$ cat src/rtl/fp_adder_pipe.sv
// Three-stage pipelined floating-point adder/subtractor with valid/ready handshake.
// Define FP_ADDER_ROUND_NEAREST_EN for round-to-nearest-even; otherwise results truncate.
module fp_adder_pipe #(
    parameter int EXP_W = 8,
    parameter int MAN_W = 23,
    localparam int W = 1 + EXP_W + MAN_W
) (
    input  logic         clk,
    input  logic         rst_n,
    input  logic         in_valid,
    output logic         in_ready,
    input  logic [W-1:0] a,
    input  logic [W-1:0] b,
    input  logic         op,
    output logic         out_valid,
    input  logic         out_ready,
    output logic [W-1:0] sum,
    output logic [2:0]   flags
);
    localparam int MW   = MAN_W + 4;
    localparam int LZ_W = $clog2(MW + 1);
    localparam int EW   = ((EXP_W > LZ_W) ? EXP_W : LZ_W) + 2;

    localparam logic signed [EW-1:0] EXP_INF_W  = {{(EW-EXP_W){1'b0}}, {EXP_W{1'b1}}};
    localparam logic signed [EW-1:0] EXP_ZERO_W = {EW{1'b0}};
    localparam logic signed [EW-1:0] EXP_ONE_W  = {{(EW-1){1'b0}}, 1'b1};
    localparam logic [31:0]          ALIGN_MAX  = 32'(MAN_W + 2);

    function automatic logic [LZ_W-1:0] lzc(input logic [MW-1:0] v);
        logic found;
        found = 1'b0;
        lzc   = LZ_W'(MW);
        for (int i = MW - 1; i >= 0; i--) begin
            if (!found && v[i]) begin
                lzc   = LZ_W'(MW - 1 - i);
                found = 1'b1;
            end
        end
    endfunction

    logic             stall_s;
    logic             sign_a_s, sign_b_s, zero_a_s, zero_b_s, inf_a_s, inf_b_s, a_ge_b_s;
    logic             sign_l_s, sign_sm_s, zero_l_s, zero_sm_s, sticky_s;
    logic [EXP_W-1:0] exp_a_s, exp_b_s, exp_l_s, exp_sm_s, diff_s;
    logic [MAN_W-1:0] frac_a_s, frac_b_s, frac_l_s, frac_sm_s;
    logic [MW-1:0]    mant_sm_raw_s;
    logic [31:0]      diff_ext_s;

    logic             s1_sign_d, s1_sub_d, s1_spec_d;
    logic [EXP_W-1:0] s1_exp_d;
    logic [MW-1:0]    s1_mant_l_d, s1_mant_s_d;
    logic [W-1:0]     s1_spec_word_d;
    logic [2:0]       s1_spec_flags_d;

    logic             s1_valid_q, s1_sign_q, s1_sub_q, s1_spec_q;
    logic [EXP_W-1:0] s1_exp_q;
    logic [MW-1:0]    s1_mant_l_q, s1_mant_s_q;
    logic [W-1:0]     s1_spec_word_q;
    logic [2:0]       s1_spec_flags_q;

    logic [MW:0]      s2_sum_d;
    logic             s2_valid_q, s2_sign_q, s2_spec_q;
    logic [EXP_W-1:0] s2_exp_q;
    logic [MW:0]      s2_sum_q;
    logic [W-1:0]     s2_spec_word_q;
    logic [2:0]       s2_spec_flags_q;

    logic [LZ_W-1:0]        lz_s;
    logic signed [EW-1:0]   exp_in_s, lz_w_s, norm_exp_s, exp_r_s;
    logic [MW-1:0]          norm_mant_s;
    logic [MAN_W-1:0]       frac_n_s;
    logic [W-1:0]           sum_d, sum_q;
    logic [2:0]             flags_d, flags_q;
    logic                   out_valid_q;

`ifdef FP_ADDER_ROUND_NEAREST_EN
    logic                   round_inc_s;
    logic [MAN_W+1:0]       rounded_s;
`else
    logic                   grs_unused_s;
    assign grs_unused_s = ^{norm_mant_s[MW-1], norm_mant_s[2:0]};
`endif

    assign stall_s   = out_valid_q & ~out_ready;
    assign in_ready  = ~stall_s;
    assign out_valid = out_valid_q;
    assign sum       = sum_q;
    assign flags     = flags_q;

    // Stage 1: classify operands, order by magnitude, align the smaller one with sticky collapse
    always_comb begin
        sign_a_s = a[W-1];
        sign_b_s = b[W-1] ^ op;
        exp_a_s  = a[W-2:MAN_W];
        exp_b_s  = b[W-2:MAN_W];
        zero_a_s = (exp_a_s == {EXP_W{1'b0}});
        zero_b_s = (exp_b_s == {EXP_W{1'b0}});
        inf_a_s  = (exp_a_s == {EXP_W{1'b1}});
        inf_b_s  = (exp_b_s == {EXP_W{1'b1}});
        frac_a_s = zero_a_s ? {MAN_W{1'b0}} : a[MAN_W-1:0];
        frac_b_s = zero_b_s ? {MAN_W{1'b0}} : b[MAN_W-1:0];
        a_ge_b_s = ({exp_a_s, frac_a_s} >= {exp_b_s, frac_b_s});
        if (a_ge_b_s) begin
            sign_l_s  = sign_a_s;  exp_l_s  = exp_a_s;  frac_l_s  = frac_a_s;  zero_l_s  = zero_a_s;
            sign_sm_s = sign_b_s;  exp_sm_s = exp_b_s;  frac_sm_s = frac_b_s;  zero_sm_s = zero_b_s;
        end else begin
            sign_l_s  = sign_b_s;  exp_l_s  = exp_b_s;  frac_l_s  = frac_b_s;  zero_l_s  = zero_b_s;
            sign_sm_s = sign_a_s;  exp_sm_s = exp_a_s;  frac_sm_s = frac_a_s;  zero_sm_s = zero_a_s;
        end
        diff_s        = exp_l_s - exp_sm_s;
        diff_ext_s    = {{(32-EXP_W){1'b0}}, diff_s};
        s1_mant_l_d   = {~zero_l_s, frac_l_s, 3'b000};
        mant_sm_raw_s = {~zero_sm_s, frac_sm_s, 3'b000};
        sticky_s      = 1'b0;
        for (int i = 0; i < MW; i++) begin
            sticky_s = sticky_s | (mant_sm_raw_s[i] & (32'(i) < diff_ext_s));
        end
        if (diff_ext_s > ALIGN_MAX) begin
            s1_mant_s_d = {{(MW-1){1'b0}}, |mant_sm_raw_s};
        end else begin
            s1_mant_s_d = (mant_sm_raw_s >> diff_s) | {{(MW-1){1'b0}}, sticky_s};
        end
        s1_sign_d = sign_l_s;
        s1_sub_d  = sign_l_s ^ sign_sm_s;
        s1_exp_d  = exp_l_s;

        // Infinity and double-zero results bypass the arithmetic path
        s1_spec_d       = 1'b1;
        s1_spec_word_d  = {W{1'b0}};
        s1_spec_flags_d = 3'b000;
        if (inf_a_s && inf_b_s) begin
            if (sign_a_s == sign_b_s) begin
                s1_spec_word_d = {sign_a_s, {EXP_W{1'b1}}, {MAN_W{1'b0}}};
            end else begin
                s1_spec_flags_d = 3'b001;
            end
        end else if (inf_a_s) begin
            s1_spec_word_d = {sign_a_s, {EXP_W{1'b1}}, {MAN_W{1'b0}}};
        end else if (inf_b_s) begin
            s1_spec_word_d = {sign_b_s, {EXP_W{1'b1}}, {MAN_W{1'b0}}};
        end else if (zero_a_s && zero_b_s) begin
            s1_spec_word_d  = {sign_a_s & sign_b_s, {(W-1){1'b0}}};
            s1_spec_flags_d = 3'b001;
        end else begin
            s1_spec_d = 1'b0;
        end
    end

    // Stage 2: magnitude add or subtract; L >= S so the difference never goes negative
    always_comb begin
        if (s1_sub_q) begin
            s2_sum_d = {1'b0, s1_mant_l_q} - {1'b0, s1_mant_s_q};
        end else begin
            s2_sum_d = {1'b0, s1_mant_l_q} + {1'b0, s1_mant_s_q};
        end
    end

    // Stage 3: normalise, round, then pick special / zero / overflow / underflow / normal result
    always_comb begin
        exp_in_s = {{(EW-EXP_W){1'b0}}, s2_exp_q};
        lz_s     = lzc(s2_sum_q[MW-1:0]);
        lz_w_s   = {{(EW-LZ_W){1'b0}}, lz_s};
        if (s2_sum_q[MW]) begin
            norm_mant_s = {s2_sum_q[MW:2], s2_sum_q[1] | s2_sum_q[0]};
            norm_exp_s  = exp_in_s + EXP_ONE_W;
        end else begin
            norm_mant_s = s2_sum_q[MW-1:0] << lz_s;
            norm_exp_s  = exp_in_s - lz_w_s;
        end
`ifdef FP_ADDER_ROUND_NEAREST_EN
        round_inc_s = norm_mant_s[2] & (norm_mant_s[1] | norm_mant_s[0] | norm_mant_s[3]);
        rounded_s   = {1'b0, norm_mant_s[MW-1:3]} + {{(MAN_W+1){1'b0}}, round_inc_s};
        if (rounded_s[MAN_W+1]) begin
            frac_n_s = rounded_s[MAN_W:1];
            exp_r_s  = norm_exp_s + EXP_ONE_W;
        end else begin
            frac_n_s = rounded_s[MAN_W-1:0];
            exp_r_s  = norm_exp_s;
        end
`else
        frac_n_s = norm_mant_s[MW-2:3];
        exp_r_s  = norm_exp_s;
`endif
        if (!s2_valid_q) begin
            sum_d   = {W{1'b0}};
            flags_d = 3'b000;
        end else if (s2_spec_q) begin
            sum_d   = s2_spec_word_q;
            flags_d = s2_spec_flags_q;
        end else if (s2_sum_q == {(MW+1){1'b0}}) begin
            sum_d   = {W{1'b0}};
            flags_d = 3'b001;
        end else if (exp_r_s >= EXP_INF_W) begin
            sum_d   = {s2_sign_q, {EXP_W{1'b1}}, {MAN_W{1'b0}}};
            flags_d = 3'b100;
        end else if (exp_r_s <= EXP_ZERO_W) begin
            sum_d   = {s2_sign_q, {(W-1){1'b0}}};
            flags_d = 3'b010;
        end else begin
            sum_d   = {s2_sign_q, exp_r_s[EXP_W-1:0], frac_n_s};
            flags_d = 3'b000;
        end
    end

    // Pipeline registers: every stage advances together and holds as a whole under stall
    always_ff @(posedge clk or negedge rst_n) begin
        if (!rst_n) begin
            s1_valid_q      <= 1'b0;
            s1_sign_q       <= 1'b0;
            s1_sub_q        <= 1'b0;
            s1_spec_q       <= 1'b0;
            s1_exp_q        <= {EXP_W{1'b0}};
            s1_mant_l_q     <= {MW{1'b0}};
            s1_mant_s_q     <= {MW{1'b0}};
            s1_spec_word_q  <= {W{1'b0}};
            s1_spec_flags_q <= 3'b000;
            s2_valid_q      <= 1'b0;
            s2_sign_q       <= 1'b0;
            s2_spec_q       <= 1'b0;
            s2_exp_q        <= {EXP_W{1'b0}};
            s2_sum_q        <= {(MW+1){1'b0}};
            s2_spec_word_q  <= {W{1'b0}};
            s2_spec_flags_q <= 3'b000;
            out_valid_q     <= 1'b0;
            sum_q           <= {W{1'b0}};
            flags_q         <= 3'b000;
        end else if (!stall_s) begin
            s1_valid_q      <= in_valid;
            s1_sign_q       <= s1_sign_d;
            s1_sub_q        <= s1_sub_d;
            s1_spec_q       <= s1_spec_d;
            s1_exp_q        <= s1_exp_d;
            s1_mant_l_q     <= s1_mant_l_d;
            s1_mant_s_q     <= s1_mant_s_d;
            s1_spec_word_q  <= s1_spec_word_d;
            s1_spec_flags_q <= s1_spec_flags_d;
            s2_valid_q      <= s1_valid_q;
            s2_sign_q       <= s1_sign_q;
            s2_spec_q       <= s1_spec_q;
            s2_exp_q        <= s1_exp_q;
            s2_sum_q        <= s2_sum_d;
            s2_spec_word_q  <= s1_spec_word_q;
            s2_spec_flags_q <= s1_spec_flags_q;
            out_valid_q     <= s2_valid_q;
            sum_q           <= sum_d;
            flags_q         <= flags_d;
        end
    end
endmodule

$ cat config.mk
export PLATFORM = sky130hd
export DESIGN_NAME = fp_adder_pipe
export DESIGN_NICKNAME = d
export VERILOG_FILES = /design/src/rtl/fp_adder_pipe.sv
export SDC_FILE = /design/constraint.sdc
export NUM_CORES = 1
export LEC_CHECK = 0
export BUFFER_PORTS_ARGS = -buffer_cell sky130_fd_sc_hd__clkbuf_2
export CORE_AREA = 2 2 238 170
export CTS_CLUSTER_SIZE = 25
export DETAILED_ROUTE_END_ITERATION = 7
export DIE_AREA = 0 0 240 172
export PLACE_DENSITY = 0.5
export SETUP_SLACK_MARGIN = 0.05
export SYNTH_ARGS = -nofsm -noshare
export SYNTH_HDL_FRONTEND = slang
export SYNTH_SLANG_ARGS = --single-unit
$ cat constraint.sdc
create_clock -name clk -period 7.86 [get_ports clk]
set_input_delay 0.786 -clock clk [delete_from_list [all_inputs] [get_ports clk]]
set_output_delay 0.786 -clock clk [all_outputs]
set_load 0.01 [all_outputs]
==> metrics.cfg <==
[worst_setup_path]
cp_cell_sequence = nor4_1 > and2_1 > and3_1 > inv_2 > nor2_1 > o21ai_1 > a21o_1 > a21oi_2 > nor2_2 > inv_2 > ha_1 > inv_1 > fa_1 > a21o_1 > a21oi_1 > nor2b_1 > o22ai_1 > xor2_1 > nand3_1 > nor4b_1 > o21ai_0 > nand4_1 > nand2b_1 > o31ai_1
critical_path_arrival_ps = 7080
crit_path_start_kind = flip-flop
path_buf_inv = 3
crit_family = simple AND/OR/NAND/NOR gates
worstPathMaxFanout = 17
required_ps = 8220
crit_slowest_cell = dfrtp_1
critPathKind = flip-flop to flip-flop
cp-end-kind = flip-flop
slowest_delay_ps = 480

[sta]
fin_crit_sh_pct = 85.4
slew_violations = 0
finalHoldViolCount = 0
skew_ps = 8.74
grt_setup_unrepaired = no
fin_ws_ps = 1140
fmax_ghz = 0.149
slew_headroom_pct = 29.8
worst_pin_slew_ps = 1050
final.setup.tns_ps = 0
min_period_ps = 6720
final-setup-viol-count = 0

[synth]
synth.top_cell.area_share_pct = 26.8
syn-num-nets = 1895
synth_flop_cell = dfrtp_1
async_flop_share_pct = 100
synth_edf_count = 0
seq_area_frac_synth_pct = 26.8
synth_commonest_cells = nand2_1 (226), nor2_1 (151), dfrtp_1 (144)
syn-instance-count = 1736
syn_avg_cell_area_um2 = 7.76
syn-cell-area_mm2 = 0.0135
synth_area_leader_cell = dfrtp_1
yosys_warnings = 0
ys_ff_latch = 144
synth.area.top_cells = dfrtp_1 (27%), ha_1 (8.2%), nand2_1 (6.3%), mux2i_1 (5.4%), a21oi_1 (5.1%)
synth.most_common_cell = nand2_1
synth_cell_types = 92

[power_and_ir_drop]
leakagePower_nw = 6.67
p_total_mw = 4.57
peakVddDrop_mv = 0.172
power_density_mw_per_mm2 = 303

[drt]
drc = 0
drt_pre_antenna_iters = 5
wire_per_inst_um = 19.6
dr.first_iter.drc_count = 1080
via_per_inst = 5.63
ant_nets = 0
wl_um = 45600
via_count = 13097

[placement]
pre_cts_ws_ps = 1140
place_hpwl_um = 35000
io_buffer_count = 105
gp_congestion = 0.915
placed_cell_area_mm2 = 0.0145

[floorplanning]
design.die.area_mm2 = 0.0413
die_w_um = 240
num_rows = 61
fp.coreArea_mm2 = 0.0391
start_util_pct = 34.5
ios = 106
die_h_um = 172

[final_layout]
drive_gt1_share_pct = 13.5
fin_area_mm2 = 0.0151
antennaDiodeCount = 0
fin_nets = 1938
synthToLayoutAreaGrowth_pct = 12.0

[clock_network]
cts_resized = 0
post_cts_buffers = 0
cts_tree = yes
cts.hold.buffers_added = 0
clock-sinks = 144
cts_max_level = 4
cts-root-buf = clkbuf_16
cts_made_buffers = 17
clk_latency_ps = 460
clk_pin_slew_ps = 70
cts_buffer_depth = 2

[global_routing]
grt_max_degree = 85
overflow = 0
grt_pass1_wl_um = 72700
antenna_found_initial = 0
first_global_vias = 12237
grt_usage_pct = 22.7

[worst_hold_path]
min_path_type = input pin to async pin

[run_status]
status = completed

[job]
maxCapViolations = 0

registers in the layout (all words and copies together) (netlist names), 2 cells and up:
register,count
s2_exp_q,8
s1_spec_word_q,2
s1_mant_s_q,27
s1_mant_l_q,24
s2_sum_q,28
sum,32
s1_exp_q,8
flags,3
s2_spec_word_q,2
stage by stage:
step           util, %  hold WS (ps)  cells
4_1_cts           38.6           400   2327
2_1_floorplan        -           439   1736
3_3_place_gp      37.0           453   2295
3_5_place_dp      37.0           459   2295
5_1_grt           38.6           438   2327
6_report          38.6           371   2327
final timing paths:
kind                               from                 end  slack [ps]  cells past startpoint
setup / recovery           s2_sum_q[22]             sum[11]        1140                     24
hold / removal                    rst_n  s1_spec_word_q[31]         370                      1
setup reg to reg           s2_sum_q[22]             sum[11]        1140                     24
hold reg to reg               s2_sign_q           s2_sign_q         470                      2
max in group asynchronous         rst_n              sum[0]        6140                      2
min in group clk              s2_sign_q           s2_sign_q         470                      2
placed cells by master (no fill, tap or decap), types with 18 or more instances in the layout:
cell type / n
nor3_1: 32
o211ai_1: 19
a21oi_1: 137
o21ai_0: 137
ha_1: 88
buf_4: 23
nor2_1: 151
o31ai_1: 28
dfrtp_1: 144
a31oi_1: 29
clkbuf_2: 104
nand4_1: 20
nand3_1: 54
a211oi_1: 19
nand2_1: 226
a22oi_1: 18
inv_1: 102
xnor2_1: 26
mux2i_1: 71
mux2_2: 38
area by class of cell:
cell class	count	area, um2
multi-input combinational	1381	9090
timing repair buffer	128	704
clock inverter	14	185
tap	535	669
sequential	144	3600
clock buffer	18	439
inverter	107	402
fill	4140	24000
logic make-up after synthesis:
logic type / share of synthesized area [%]
AND/OR/NAND/NOR: 20.1
multiplexers: 9.53
AO/OA/AOI/OAI: 26.8
flip-flops: 26.8
adder cells (fa/ha/maj): 8.55
XOR/XNOR: 2.33
buffers and inverters: 6.03
where the power goes:
| group | internal, mW | total, mW | switching [mW] |
|---|---|---|---|
| clock network | 0.495 | 0.882 | 0.387 |
| logic | 0.929 | 2.45 | 1.52 |
| registers | 0.950 | 1.24 | 0.292 |
| total | 2.37 | 4.57 | 2.20 |
routing by layer:
layer  vias to the layer above  track usage [%]  part of all wire, %
met1                      6295             35.1                   52
met2                       374             32.7                   41
li1                       6404                -                    -
met5                         -                0                    0
met3                        24             3.90                  6.0
met4                         0             4.10                 0.78
Power figures use the tool's default switching activity.
